$ cat src/rtl/decoder_rr_arbiter.sv
// Round-robin arbiter sharing one 3-to-8 decoder among eight requesters; owns the decoder enable.
// Optional hold-time limit built only when ARB_TIMEOUT_EN is defined (HOLD_MAX cycles per grant).
module decoder_rr_arbiter #(
    parameter int HOLD_MAX = 16
) (
    input  logic       clk,
    input  logic       rst,
    input  logic [7:0] req,
    input  logic       done,
    output logic [2:0] grant_idx,
    output logic       grant_en_n,
    output logic [7:0] grant,
    output logic       busy,
    output logic       timeout
);

    typedef enum logic [1:0] {IDLE, GRANT, GAP} state_t;

    state_t     state_q, state_d;
    logic [2:0] ptr_q, ptr_d;
    logic [2:0] grant_idx_q, grant_idx_d;
    logic       grant_en_n_q, grant_en_n_d;
    logic [7:0] grant_q, grant_d;
    logic       busy_q, busy_d;
    logic       pick_vld;
    logic [2:0] pick_idx;
    logic       rel;

`ifdef ARB_TIMEOUT_EN
    localparam logic [7:0] HOLD_LAST = 8'(HOLD_MAX - 1);
    logic [7:0] hold_cnt_q, hold_cnt_d;
    logic       timeout_q, timeout_d;
`endif

    // Scan from the highest offset down so the closest set bit after ptr wins.
    always_comb begin
        pick_vld = 1'b0;
        pick_idx = ptr_q;
        for (int i = 7; i >= 0; i--) begin
            if (req[ptr_q + 3'(i)]) begin
                pick_vld = 1'b1;
                pick_idx = ptr_q + 3'(i);
            end
        end
    end

    always_comb begin
        state_d      = state_q;
        ptr_d        = ptr_q;
        grant_idx_d  = grant_idx_q;
        grant_en_n_d = grant_en_n_q;
        grant_d      = grant_q;
        busy_d       = busy_q;
        rel          = 1'b0;
`ifdef ARB_TIMEOUT_EN
        hold_cnt_d   = hold_cnt_q;
        timeout_d    = 1'b0;
`endif
        case (state_q)
            IDLE: begin
                if (pick_vld) begin
                    grant_idx_d  = pick_idx;
                    grant_en_n_d = 1'b0;
                    grant_d      = 8'b1 << pick_idx;
                    busy_d       = 1'b1;
                    ptr_d        = pick_idx + 3'd1;
                    state_d      = GRANT;
`ifdef ARB_TIMEOUT_EN
                    hold_cnt_d   = 8'd0;
`endif
                end else begin
                    grant_idx_d = 3'd0;
                end
            end
            GRANT: begin
                rel = done || !req[grant_idx_q];
`ifdef ARB_TIMEOUT_EN
                // A normal release on the same edge suppresses the timeout pulse.
                if (!rel && hold_cnt_q == HOLD_LAST) begin
                    rel       = 1'b1;
                    timeout_d = 1'b1;
                end else if (!rel) begin
                    hold_cnt_d = hold_cnt_q + 8'd1;
                end
`endif
                if (rel) begin
                    grant_en_n_d = 1'b1;
                    grant_d      = 8'h00;
                    busy_d       = 1'b0;
                    state_d      = GAP;
                end
            end
            GAP:     state_d = IDLE;
            default: state_d = IDLE;
        endcase
    end

    always_ff @(posedge clk or posedge rst) begin
        if (rst) begin
            state_q      <= IDLE;
            ptr_q        <= 3'd0;
            grant_idx_q  <= 3'd0;
            grant_en_n_q <= 1'b1;
            grant_q      <= 8'h00;
            busy_q       <= 1'b0;
        end else begin
            state_q      <= state_d;
            ptr_q        <= ptr_d;
            grant_idx_q  <= grant_idx_d;
            grant_en_n_q <= grant_en_n_d;
            grant_q      <= grant_d;
            busy_q       <= busy_d;
        end
    end

`ifdef ARB_TIMEOUT_EN
    always_ff @(posedge clk or posedge rst) begin
        if (rst) begin
            hold_cnt_q <= 8'd0;
            timeout_q  <= 1'b0;
        end else begin
            hold_cnt_q <= hold_cnt_d;
            timeout_q  <= timeout_d;
        end
    end
    assign timeout = timeout_q;
`else
    assign timeout = 1'b0;
`endif

    assign grant_idx  = grant_idx_q;
    assign grant_en_n = grant_en_n_q;
    assign grant      = grant_q;
    assign busy       = busy_q;

endmodule
$ cat config.mk
export PLATFORM = sky130hd
export DESIGN_NAME = decoder_rr_arbiter
export DESIGN_NICKNAME = d
export VERILOG_FILES = /design/src/rtl/decoder_rr_arbiter.sv
export SDC_FILE = /design/constraint.sdc
export NUM_CORES = 1
export LEC_CHECK = 0
export CORE_ASPECT_RATIO = 1.25
export CORE_UTILIZATION = 45
export DETAILED_ROUTE_END_ITERATION = 7
export GPL_TIMING_DRIVEN = 0
export PLACE_DENSITY = 0.69
export SLEW_MARGIN = 20
export SYNTH_ARGS = -nofsm -noshare
export SYNTH_HDL_FRONTEND = slang
export SYNTH_SLANG_ARGS = --single-unit
$ cat constraint.sdc
create_clock -name clk -period 10.2 [get_ports clk]
set_input_delay 2.04 -clock clk [delete_from_list [all_inputs] [get_ports clk]]
set_output_delay 2.04 -clock clk [all_outputs]
set_load 0.02 [all_outputs]
* Yosys cells after proc, flatten, opt, wreduce, memory -nomap -nowiden
Index checks and enable logic that the tools add are counted.
** Storage, ports and cells
- Register bits after elaboration :: 18
- Bits of input ports :: 11
- Output and inout port bits :: 14
- Logic and storage cells :: 81
** Operators by class
- $add $sub $neg :: 8
- $lt $le $gt $ge :: 9
- Eq/ne operators :: 3
- Shift-type cells :: 1
- Multiplexer cells :: 47
- Reductions and logical operators :: 7
** Operator list (number)
- 3-bit by 4-bit less-than comparator with 1-bit output, second input constant :: 9
- 1-bit binary-select mux with 3-bit select :: 9
- 3-bit 2-to-1 mux :: 9
- 1-bit 2-to-1 mux :: 21
- 8-bit 2-to-1 mux :: 2
- 8-bit one-hot mux with 2 select lines :: 1
- 3-bit adder, second input constant :: 4
- 1-bit by 3-bit left shift with 8-bit output, first input constant :: 1
- 3-bit by 1-bit adder with 3-bit output, second input constant :: 2
- 3-bit by 2-bit adder with 3-bit output, second input constant :: 2
- 2-bit 2-to-1 mux :: 2
- 2-bit inequality test, second input constant :: 2
- 1-bit one-hot mux with 2 select lines :: 2
- 2-bit one-hot mux with 2 select lines :: 1
- 2-bit AND reduction :: 2
- 3-bit AND reduction :: 1
- 2-bit by 1-bit == test with 1-bit output, second input constant :: 1
- 2-bit logical NOT :: 1
- 2-bit nonzero test :: 1
- 1-bit logical NOT :: 1
- 1-bit logical OR :: 1

* Logic depth before layout (Yosys ltp)
Gate-level depths: netlist of run 1.
- Word-level depth :: 14
- Depth in mapped cells :: 14
- Gate-level depth less buffers :: 11

* Worst setup path after synthesis of run 1
No wires, ideal clock.
- Path type :: input-to-reg
- From :: input req[2]
- To :: register ptr_q[2]
- Library setup time :: 138 ps
- Data arrival time :: 4203 ps
- Data required time :: 10062 ps
- Slack :: 5859 ps
- Stages on the path :: 10
- Buffers on the path :: 1
- Cell sequence :: mux4_2 > buf_4 > mux2i_4 > a221o_1 > or4b_1 > o211ai_4 > and2_4 > ha_1 > nand2_1 > o21ai_0
** On the way
- Word-level cells in the longest chain between the ends :: 11
- Elaborated cells between the ends (all ways) :: 34
- Classes of those cells :: add/sub: 1; mux: 32; reduce/logical: 1
** RTL lines
- start: declaration :: RTL line 8 : input logic [7:0] req,
- 1-bit binary-select mux with 3-bit select :: RTL line 40 : if (req[ptr_q + 3'(i)]) begin
- 1-bit 2-to-1 mux (not written as such) :: RTL line 40
- 3-bit 2-to-1 mux or 1-bit 2-to-1 mux (tied branches) (8 in a row) :: RTL line 40
- 3-bit by 1-bit adder with 3-bit output or 2-bit AND reduction (tied branches)
- end signal: assignment :: RTL line 108 : ptr_q <= ptr_d;
- end: declaration :: RTL line 20 : logic [2:0] ptr_q, ptr_d;
Several ways; a longest one is shown, not always the timed one. The select of a mux whose other input is x is not followed.
A chain may end at the register's enable or synchronous reset.

* Final worst setup path of run 1
- From :: input req[5]
- To :: register ptr_q[2]
Same word-level chain as after synthesis.

==> results of run 1 <==
cell usage in the layout (no fill, tap or decap), types with 2 or more instances in the layout:
master	n
nor3_1	3
a21oi_1	4
clkdlybuf4s50_1	23
nand3b_1	2
o31ai_1	4
a21oi_2	2
o21ai_0	6
mux4_2	15
mux2_2	3
a221o_1	3
inv_1	9
a221oi_1	3
clkbuf_8	3
nor2_1	14
nor3b_1	2
a22o_1	4
buf_2	3
xnor2_1	2
ha_1	3
clkbuf_1	5
buf_4	2
or3_1	2
dfrtp_1	17
or4b_1	2
mux2i_1	6
nand2_1	10
a32o_1	5
o211ai_1	3
worst max-delay path: cells and delay by family:
family                     cells  cell delay [ns]
buffers and inverters          1             0.58
muxes                          2             0.96
AOI/OAI and AO/OA              3             0.49
adders and majority gates      1             0.22
and+or+nand+nor                3             0.79
per-stage QoR:
stage | worst slack [ns] | hold WS, ns | cell area (um2)
after floorplan | 5.86 | 0.444 | 1730
after CTS | 5.25 | 0.491 | 2060
after detailed placement | 5.01 | 0.478 | 2010
after global placement | 5.07 | 0.468 | 2010
after global routing | 5.11 | 0.517 | 2060
final | 5.22 | 0.492 | 2060
per-layer routing:
| layer | up-vias | global-route usage, % | routed length (um) |
|---|---|---|---|
| li1 | 708 | - | - |
| met1 | 740 | 30.3 | 1770 |
| met2 | 52 | 39.1 | 2290 |
| met3 | 4 | 1.26 | 207 |
| met4 | 0 | 7.05 | 27 |
| met5 | - | 0 | 0 |
kinds of logic after synthesis:
group	Yosys count	synth area share (%)
other	1	0.216
adder cells (fa/ha/maj)	3	2.17
AO/OA/AOI/OAI	51	25.4
buffers and inverters	20	5.41
multiplexers	26	27.1
AND/OR/NAND/NOR	42	12.6
flip-flops	18	26.1
XOR/XNOR	2	1.01
registers in the layout, indices dropped and copies added (netlist names):
name        flops
busy            1
grant           8
grant_en_n      1
grant_idx       3
ptr_q           3
state_q         2
worst min-delay path by stage:
stage                           from          to  slack (ns)  cells past startpoint
final                     state_q[1]  state_q[1]        0.49                      1
after global routing        grant[5]    grant[5]        0.52                      1
after CTS                 state_q[1]  state_q[1]        0.49                      1
after detailed placement    grant[2]    grant[2]        0.48                      2
after global placement      grant[3]    grant[3]        0.47                      2
after floorplan           state_q[1]  state_q[1]        0.44                      1
final cells by class:
class,instances,area [um2]
Tap cell,39,48.8
Inverter,9,33.8
Sequential cell,18,452
Clock buffer,4,45.0
Multi-Input combinational cell,125,1190
Buffer,11,60.1
Timing Repair Buffer,23,230
Fill cell,320,1520
==> metrics.md, run 1 <==
| Metric | Value |
|---|---|
| Status | finished, final reports clean |
| Max-slew headroom | 56.0% |
| Flop2flop setup slack | 6.18 ns |
| First-pass GRT wire length | 7.38 mm |
| DRC viols | 0 |
| Slowest CP cell | mux4_2 |
| Largest net degree at the start of global routing | 19 |
| First-pass iteration count of the detailed router | 5 |
| # hold bufs at CTS | 0 |
| Synth top cells by count | dfrtp_1 (17), mux4_2 (15), nor2_1 (14), nand2_1 (10), inv_1 (9) |
| H-tree depth | 1 |
| Post-CTS sizing | 0 |
| Number of diodes | 0 |
| Min cycle time layout | 4.98 ns |
| Clock sinks | 18 |
| Top post-synthesis cells by area | dfrtp_1 (25%), mux4_2 (19%), mux2i_1 (3.5%), nor2_1 (3.0%), a32o_1 (2.9%) |
| Crit Reg-Reg Endpoint | ptr_q[2] |
| Post-CTS Setup Bufs | 0 |
| End-of-flow core utilization | 57.6% |
| Synth Instances | 163 |
| Worst path required time | 10.32 ns |
| Clock Root Buffer | clkbuf_8 |
| Antenna viol nets, final | 0 |
| Post-route insts no fill | 229 |
| Max-slew violation count | 0 |
| Mapped Nets | 177 |
| Post-synth EDFFs | 0 |
| Clock Skews | 0.00433 ns |
| Final Wtd Congestion | 0.910 |
| RR Startpoint | ptr_q[0] |
| Post-synthesis cell area | 1730 um2 |
| I/O Pins | 25 |
| Worst slew pin tran | 0.660 ns |
| Setup CP Type | input port to flop |
| Crit Path Max Fanout | 10 |
| Starting Density | 48.5% |
| Critical path launch point type | input port |
| Worst Path Arrival | 5.10 ns |
| Die area | 4100 um2 |
| 1st-iter DRT viols | 92 |
| Start point of the critical path | req[5] |
| Wire length per cell | 18.7 um |
| Yosys reg bits | 18 |
| Crit-path cells | clkdlybuf4s50_1 > mux4_2 > mux2i_4 > a221o_1 > or4b_1 > o211ai_4 > and2_4 > ha_1 > nand2_1 > o21ai_0 |
| Fmax | 0.201 GHz |
| Final nets | 205 |
| Synth unique cells | 56 |
| Final worst path period share | 48.8% |
| Post-Place Cells | 225 |
| Synth top area share | 24.5% |
| Final hold vios | 0 |
| CP endpoint | ptr_q[2] |
| Mapped Avg Cell Area | 10.6 um2 |
| Via density | 6.57 |
| Setup TNS | 0 ns |
| Synth Flop Type | dfrtp_1 |
| Post-Route WL | 4.29 mm |
| Tot GR Track Use | 22.6% |
| Yosys warnings | 0 |
| Chip Height | 71.4 um |
| Min-Delay Path Class | flop to flop |
| CTS tree | yes |
| RSZ-0062 raised after global routing | no |
| Max_cap viols | 0 |
| Core area | 3570 um2 |
| Share of layout cells above drive strength 1 | 21.1% |
| Setup crit end kind | flop |
| Bufs on Longest Clock Path | 2 |
| CP peak stage delay | 0.67 ns |
| IO Port Bufs | 23 |
| Clk pin slew, worst setup/hold paths | 0.07 ns |
| Most frequent cell after synthesis | dfrtp_1 |
| Synth-to-layout area growth | 18.7% |
| CTS Buf Count | 3 |
| Chip width | 57.5 um |
| Initial antenna violation count | 0 |
| Final setup fails | 0 |
| Via count | 1504 |
| Post-synth top area cell | dfrtp_1 |
| Sequential area share after synthesis | 26.1% |
| FFs w/ async S/R, synth | 100% |
| FF-to-FF path depth | 12 |
| Number of global-route vias before repair | 1554 |
| Clock Latency Late Sink | 0.25 ns |
| Post-DP HPWL | 3.28 mm |
| Gr ovfl total | 0 |
| Site row count | 24 |
Power of run 1 is not shown: default switching activity piles up to over one toggle a cycle in this logic, so the estimate is an artifact.
==> inputs of run 2 (changes only) <==
PLACE_DENSITY = 0.72   (was 0.69)
clock period = 4.25 ns   (was 10.2 ns; I/O delays follow)
==> run 2 against run 1 <==
  * Setup slack got worse by 4.9 ns
  * Worst hold slack got worse by 0.0038 ns
  * Critical path type is now flop to flop
  * Sequential share of layout area fell by 0.080 points
  * Via count rose by 3.2%
  * Clock skew fell by 0.0020 ns
  * Routed wire length rose by 6.4%
  * Final area rose by 0.37%
==> metrics.md, run 2 (synthesis results as in run 1) <==
| Metric | Value |
|---|---|
| Final Wtd Congestion | 0.892 (was 0.910) |
| Crit Path Max Fanout | 10 (unchanged) |
| Fin area | 2060 um2 (about the same) |
| Setup CP Type | flop to flop (was input port to flop) |
| Bufs on Longest Clock Path | 2 (unchanged) |
| Gr ovfl total | 0 (unchanged) |
| Worst Path Arrival | 4.04 ns (was 5.10 ns) |
| Number of global-route vias before repair | 1658 (was 1554) |
| Final hold vios | 0 (unchanged) |
| Chip width | 57.5 um (unchanged) |
| Clk pin slew, worst setup/hold paths | 0.07 ns (about the same) |
| Die area | 4100 um2 (unchanged) |
| Most frequent cells in the layout | clkdlybuf4s50_1 (23), dfrtp_1 (17), mux4_2 (15) (unchanged) |
| Setup crit end kind | flop (unchanged) |
| Final setup fails | 0 (unchanged) |
| Clock Latency Late Sink | 0.25 ns (about the same) |
| Final worst path period share | 92.6% |
| Tot GR Track Use | 23.8% (was 22.6%) |
| Status | finished, final reports clean (unchanged) |
| Starting Density | 48.5% (unchanged) |
| 1st-iter DRT viols | 95 (was 92) |
| Post-DP HPWL | 3.43 mm (was 3.28 mm) |
| Min cycle time layout | 3.94 ns |
| Post-DP Area | 2010 um2 (unchanged) |
| Final nets | 205 (unchanged) |
| Max-slew violation count | 0 (unchanged) |
| RSZ-0062 raised after global routing | no (unchanged) |
| Max_cap viols | 0 (unchanged) |
| IO Port Bufs | 23 (unchanged) |
| First-pass iteration count of the detailed router | 4 (was 5) |
| Wire length per cell | 19.9 um (was 18.7 um) |
| Core area | 3570 um2 (unchanged) |
| Post-CTS sizing | 0 (unchanged) |
| Antenna viol nets, final | 0 (unchanged) |
| Share of layout cells above drive strength 1 | 21.6% (was 21.1%) |
| Via count | 1552 (was 1504) |
| Initial antenna violation count | 0 (unchanged) |
| I/O Pins | 25 (unchanged) |
| Site row count | 24 (unchanged) |
| Chip Height | 71.4 um (unchanged) |
| Number of diodes | 0 (unchanged) |
| H-tree depth | 1 (unchanged) |
| Fmax | 0.254 GHz |
| Clock Skews | 0.00228 ns (was 0.00433 ns) |
| Worst slew pin tran | 0.676 ns (was 0.660 ns) |
| Via density | 6.78 (was 6.57) |
| Commonest non-fill, non-tap cell in the layout | clkdlybuf4s50_1 (unchanged) |
| Max-slew headroom | 54.9% (was 56.0%) |
| CTS tree | yes (unchanged) |
| First-pass GRT wire length | 7.86 mm (was 7.38 mm) |
| Largest net degree at the start of global routing | 19 (unchanged) |
| Clock sinks | 18 (unchanged) |
| Max reg flops | 8 (unchanged) |
| CTS Buf Count | 3 (unchanged) |
| Synth-to-layout area growth | 19.1% (was 18.7%) |
| Setup TNS | 0 ns (unchanged) |
| Critical path launch point type | flop (was input port) |
| Worst path required time | 4.35 ns (was 10.32 ns) |
| Min-Delay Path Class | flop to flop (unchanged) |
| # hold bufs at CTS | 0 (unchanged) |
| DRC viols | 0 (unchanged) |
| Post-Route WL | 4.56 mm (was 4.29 mm) |
| Flop2flop setup slack | 0.31 ns (was 6.18 ns) |
| Post-CTS Setup Bufs | 0 (unchanged) |
| Clock Root Buffer | clkbuf_8 (unchanged) |
[run 2: final cells by class]
class / instances / area (um2)
Buffer: 11 / 60.1
Inverter: 9 / 33.8
Fill cell: 293 / 1510
Sequential cell: 18 / 452
Timing Repair Buffer: 23 / 230
Multi-Input combinational cell: 125 / 1190
Tap cell: 39 / 48.8
Clock buffer: 4 / 45.0
[run 2: path summary, 6_finish.rpt]
kind	start	to	depth (start not counted)
max	ptr_q[0]	ptr_q[2]	14
min	grant[6]	grant[6]	2
max reg2reg	ptr_q[0]	ptr_q[2]	14
min reg2reg	grant[6]	grant[6]	2
max in group asynchronous	rst	grant[2]	2
min in group asynchronous	rst	grant[7]	2
[run 2: layer usage]
metal  GRT usage, %  up-vias  share of wire [%]
li1               -      705                  -
met5              0        -                  0
met1           30.3      799                 41
met4           6.23        0                1.3
met3           1.44        6                2.6
met2           43.5       42                 55
[run 2: through the flow]
stage          setup slack [ns]  instances  utilization (%)  hold slack [ns]
2_1_floorplan             0.681        163                -            0.444
3_3_place_gp              0.301        225             56.3            0.468
3_5_place_dp              0.211        225             56.3            0.480
4_1_cts                   0.140        229             57.6            0.496
5_1_grt                  0.0908        229             57.8            0.521
6_report                  0.314        229             57.8            0.488
[run 2: critical path, stage by stage (launching register included)]
cell     delay, ns
dfrtp_1       0.48
buf_6         0.21
buf_2         0.25
inv_1         0.14
ha_1          0.36
buf_2         0.26
mux4_2        0.40
mux2_4        0.31
a21oi_2       0.12
nor3_1        0.06
o41a_1        0.51
and2_4        0.21
ha_1          0.28
nand2_1       0.08
o21ai_0       0.12
Power of run 2 is left out for the same reason.
